--- src/rtl/case_stream_converter.sv ---
// Letter-case converter for a byte-lane stream: per-lane case conversion feeding a 2-entry
// output FIFO, plus a saturating count of the bytes actually modified.
module case_stream_converter #(
    parameter int unsigned LANES = 4,
    parameter int unsigned CNT_W = 16
) (
    input  logic               clk,
    input  logic               rst_n,
    input  logic [1:0]         mode,
    input  logic               in_valid,
    output logic               in_ready,
    input  logic [8*LANES-1:0] in_data,
    input  logic [LANES-1:0]   in_keep,
    input  logic               in_last,
    output logic               out_valid,
    input  logic               out_ready,
    output logic [8*LANES-1:0] out_data,
    output logic [LANES-1:0]   out_keep,
    output logic               out_last,
    input  logic               cnt_clr,
    output logic [CNT_W-1:0]   conv_count
);

    localparam int unsigned DataW = 8 * LANES;
    localparam int unsigned NumW  = $clog2(LANES + 1);
    localparam int unsigned SumW  = CNT_W + 5;

    // Bit 5 of a letter changes only when the mode moves it to the other case.
    function automatic logic lane_flips(input logic [1:0] m, input logic [7:0] b);
        logic is_up;
        logic is_lo;
        is_up = (b >= 8'h41) && (b <= 8'h5A);
        is_lo = (b >= 8'h61) && (b <= 8'h7A);
        case (m)
            2'b01:   lane_flips = is_lo;
            2'b10:   lane_flips = is_up;
            2'b11:   lane_flips = is_up | is_lo;
            default: lane_flips = 1'b0;
        endcase
    endfunction

    logic [DataW-1:0] conv_data;
    logic [NumW-1:0]  n_mod;

    always_comb begin
        conv_data = in_data;
        n_mod     = '0;
        for (int i = 0; i < int'(LANES); i++) begin
            if (in_keep[i] && lane_flips(mode, in_data[8*i +: 8])) begin
                conv_data[8*i+5] = ~in_data[8*i+5];
                n_mod            = n_mod + NumW'(1);
            end
        end
    end

    logic [DataW-1:0] data_q [2];
    logic [LANES-1:0] keep_q [2];
    logic             last_q [2];
    logic             wr_ptr_q, rd_ptr_q;
    logic [1:0]       occ_q, occ_d;
    logic             in_ready_q, in_ready_d;
    logic [CNT_W-1:0] cnt_q, cnt_d;
    logic [SumW-1:0]  sum;
    logic             accept, pop;

    assign accept = in_valid & in_ready_q;
    assign pop    = out_valid & out_ready;

    always_comb begin
        occ_d      = occ_q + 2'(accept) - 2'(pop);
        in_ready_d = (occ_d < 2'd2);
    end

    assign sum = SumW'(cnt_q) + SumW'(n_mod);

    always_comb begin
        cnt_d = cnt_q;
        if (cnt_clr) begin
            cnt_d = '0;
        end else if (accept) begin
            cnt_d = (sum > SumW'({CNT_W{1'b1}})) ? {CNT_W{1'b1}} : sum[CNT_W-1:0];
        end
    end

    always_ff @(posedge clk or negedge rst_n) begin
        if (!rst_n) begin
            for (int i = 0; i < 2; i++) begin
                data_q[i] <= '0;
                keep_q[i] <= '0;
                last_q[i] <= 1'b0;
            end
            wr_ptr_q   <= 1'b0;
            rd_ptr_q   <= 1'b0;
            occ_q      <= 2'd0;
            in_ready_q <= 1'b0;
            cnt_q      <= '0;
        end else begin
            if (accept) begin
                data_q[wr_ptr_q] <= conv_data;
                keep_q[wr_ptr_q] <= in_keep;
                last_q[wr_ptr_q] <= in_last;
                wr_ptr_q         <= ~wr_ptr_q;
            end
            if (pop) begin
                rd_ptr_q <= ~rd_ptr_q;
            end
            occ_q      <= occ_d;
            in_ready_q <= in_ready_d;
            cnt_q      <= cnt_d;
        end
    end

    assign in_ready   = in_ready_q;
    assign out_valid  = (occ_q != 2'd0);
    assign out_data   = data_q[rd_ptr_q];
    assign out_keep   = keep_q[rd_ptr_q];
    assign out_last   = last_q[rd_ptr_q];
    assign conv_count = cnt_q;

endmodule

--- config.mk ---
export PLATFORM = sky130hd
export DESIGN_NAME = case_stream_converter
export DESIGN_NICKNAME = d
export VERILOG_FILES = /design/src/rtl/case_stream_converter.sv
export SDC_FILE = /design/constraint.sdc
export NUM_CORES = 1
export LEC_CHECK = 0
export CELL_PAD_IN_SITES_DETAIL_PLACEMENT = 0
export CELL_PAD_IN_SITES_GLOBAL_PLACEMENT = 2
export CORE_MARGIN = 2
export CORE_UTILIZATION = 30
export DETAILED_ROUTE_END_ITERATION = 10
export PLACE_DENSITY_LB_ADDON = 0.1
export SYNTH_ARGS = -nofsm -noshare
export SYNTH_HDL_FRONTEND = slang
export SYNTH_SLANG_ARGS = --single-unit
--- constraint.sdc ---
create_clock -name clk -period 2.7 [get_ports clk]
set_input_delay 0.54 -clock clk [delete_from_list [all_inputs] [get_ports clk]]
set_output_delay 0.54 -clock clk [all_outputs]
set_load 0.005 [all_outputs]
==> flow_summary.json <==
{
  "p_int_mw": 4.570,
  "crit_fanout": 5,
  "syn_inst": 372,
  "final_common_cell": "mux2_2",
  "first_iter_violations": 109,
  "final.min_clock_period_ns": 3.611,
  "p_leak_nw": 2.967,
  "ios": 99,
  "drive_above_1_share_pct": 45.96,
  "tightestPinTransition_ns": 0.7621,
  "die_w_um": 128.5,
  "switching_share_pct": 28.43,
  "regToRegEndpoint": "conv_count[2]",
  "area_growth_pct": 47.59,
  "via_count": 3557,
  "power_frac_clock_pct": 18.0,
  "cts.clk_slew.worst_paths_ns": 0.06,
  "cp.required_ns": 2.94,
  "relSlewSlack_pct": 49.03,
  "core_area_mm2": 0.01520,
  "violations": "setup timing",
  "cts_buffer_depth": 2,
  "dpl_cell_area_mm2": 0.006325,
  "finalSetupViolations": 16,
  "maxCapViolCount": 0,
  "nNetsFinal": 594,
  "avgSynthCellArea_um2": 12.50,
  "synth_cell_types": 45,
  "finalCritPeriodShare_pct": 133.7,
  "worst-setup-path-type": "primary input to flip-flop",
  "grt_pass1_wl_um": 20150,
  "async_flop_share_pct": 100.0,
  "ir_worst_vdd_uv": 393.9,
  "cts-buffers-inserted": 9,
  "seq_area_frac_synth_pct": 51.12,
  "fin_ws_ns": -0.9109,
  "synth_area_mm2": 0.004651,
  "synth_edf_count": 0,
  "grt_pass1_vias": 3849,
  "initial_core_util_pct": 30.59,
  "cts_tree": "done",
  "grt-ovfl-total": 0,
  "drc_errors": 0,
  "rsz0062_at_grt": "yes",
  "ff2ff_path_depth": 7,
  "post-route-util_pct": 45.15,
  "cp-start-kind": "primary input",
  "cellPowerDensity_mw_per_mm2": 930.1,
  "outcome": "finished, violations left",
  "hpwl_um": 8532,
  "cts_sinks": 95,
  "synth.net_count": 424,
  "insertedDiodeCount": 0,
  "synth_ff_type": "dfrtp_1",
  "critPathCapture": "conv_count[2]",
  "io_buffers": 98,
  "fin_area_mm2": 0.006864,
  "die_height_um": 128.5,
  "grt_max_degree": 43,
  "crit_path_end_kind": "flip-flop",
  "n_fill_cell": 1463,
  "drt-pass1-iter-count": 4,
  "num_rows": 45,
  "ant_nets": 0,
  "p_seq_share_pct": 37.0,
  "mostFrequentLayoutCells": "mux2_2 (106), dfrtp_1 (94), clkdlybuf4s50_1 (78)",
  "clk_latency_ns": 0.34,
  "wl_per_cell_um": 16.86,
  "fmax_ghz": 0.2769,
  "comb_power_share_pct": 45.0,
  "cts_root_buffer": "clkbuf_16",
  "drv_slew": 0,
  "ff2ff_setup_slack_ns": 0.59,
  "cts-htree-levels": 3,
  "fin_worst_skew_ns": 0.004453,
  "place_congestion": 0.7686,
  "r2r-start": "conv_count[0]",
  "hold_path.class": "primary input to asynchronous set/reset pin",
  "grtUsageTotal_pct": 15.78,
  "hold_viol_final": 0,
  "grt_antenna_before_repair": 0,
  "routed_wl_um": 12340,
  "synth-warning-count": 0,
  "switchingPower_mw": 1.815,
  "critPathArrivalTime_ns": 3.85,
  "fp.dieArea_mm2": 0.01651,
  "cp-startpoint": "in_data[8]",
  "drt-vias-per-instance": 4.859,
  "synth_seq_cells": 95
}
[metrics by stage]
step / instances / hold slack [ns] / power (mW) / setup TNS, ns / setup slack [ns]
floorplan: 372 / 0.2444 / 3.799 / -16.78 / -1.179
global placement: 706 / 0.4575 / 5.232 / -26.53 / -1.745
detailed placement: 706 / 0.4646 / 5.294 / -27.82 / -1.861
CTS: 728 / 0.1939 / 6.508 / -15.01 / -1.027
global route: 732 / 0.2109 / 6.844 / -15.24 / -1.023
finish: 732 / 0.1768 / 6.385 / -13.56 / -0.9109
[critical path: stages]
cell and delay [ns]:
buf_6 0.09, or4_4 0.52, o211ai_1 0.37, ha_4 0.29
xor2_4 0.19, ha_2 0.31, mux2_4 0.16, fa_2 0.21
a21oi_2 0.07, or4_4 0.45, or2_4 0.29, buf_6 0.12
a311oi_2 0.24
[cells by family (layout without fill, tap and decap cells)]
family / count (synthesis) / in the layout / share of synthesized area (%)
DFF: 95 / 95 / 51.12
muxes: 110 / 110 / 26.55
buffers and inverters: 25 / 197 / 2.529
and+or+nand+nor: 77 / 77 / 8.852
AOI/OAI and AO/OA: 46 / 46 / 6.565
adders and majority gates: 8 / 8 / 2.314
xor gates and xnor gates: 11 / 11 / 2.072
[sequential cells by signal, summed over array words and instances, names as in the netlist]
| name | count |
|---|---|
| rd_ptr_q | 1 |
| in_ready | 1 |
| wr_ptr_q | 1 |
| conv_count | 16 |
| last_q | 2 |
| keep_q | 8 |
| data_q | 64 |
| occ_q | 2 |
[worst min-delay path by stage]
stage / to / cells after the start / start
final: data_q[3] / 1 / rst_n
after global routing: data_q[3] / 1 / rst_n
after floorplan: conv_count[0] / 0 / rst_n
after CTS: data_q[3] / 1 / rst_n
after global placement: data_q[29] / 2 / data_q[29]
after detailed placement: data_q[13] / 2 / data_q[13]
[power groups by stage]
stage	clock network [mW]	logic (mW)	registers (mW)
after floorplan	0	1.54	2.26
after global placement	0	2.87	2.36
after detailed placement	0	2.90	2.40
after CTS	1.21	2.93	2.37
after global routing	1.26	3.13	2.45
final	1.15	2.87	2.37
[cell usage after synthesis, drive strengths merged (3+ instances only)]
cell type | n | area [um2]
a311oi | 7 | 61.31
or4 | 4 | 33.78
nand2 | 20 | 75.07
buf | 7 | 48.79
nor2 | 13 | 48.80
nor3 | 15 | 75.07
mux2 | 107 | 1205
xor2 | 5 | 43.79
a21oi | 11 | 58.81
xnor2 | 6 | 52.55
nand4 | 3 | 18.77
inv | 5 | 18.77
a21o | 5 | 37.54
a211oi | 3 | 22.52
dfrtp | 95 | 2377
clkbuf | 12 | 46.29
nand3 | 7 | 52.55
o21ai | 10 | 50.05
and2 | 3 | 18.77
mux2i | 3 | 30.03
and3 | 3 | 18.77
ha | 7 | 87.58
[layout make-up]
type | instances | area [um2] | area share, %
multi-input cells | 252 | 2374 | 34.58
clock buffers | 11 | 242.7 | 3.536
flip-flops and latches | 95 | 2379 | 34.65
well taps | 188 | 235.2 | 3.427
repair buffers | 178 | 1602 | 23.33
inverters | 6 | 22.52 | 0.3281
clock inverters | 2 | 10.01 | 0.1458
[per-layer routing]
layer / global-route usage (%) / vias up / share of wire [%]
li1: - / 1686 / -
met1: 19.46 / 1797 / 44
met2: 27.28 / 68 / 50
met3: 4.657 / 6 / 4.3
met4: 3.836 / 0 / 0.85
met5: 0 / - / 0
[what timing repair did]
action,CTS,global route
endpoints found under the hold margin,0,0
setup buffers,9,4
hold buffers,0,0
setup endpoints to repair,16,16
resized for setup,56,33
pin swaps,20,21
Power figures use the tool's default switching activity.
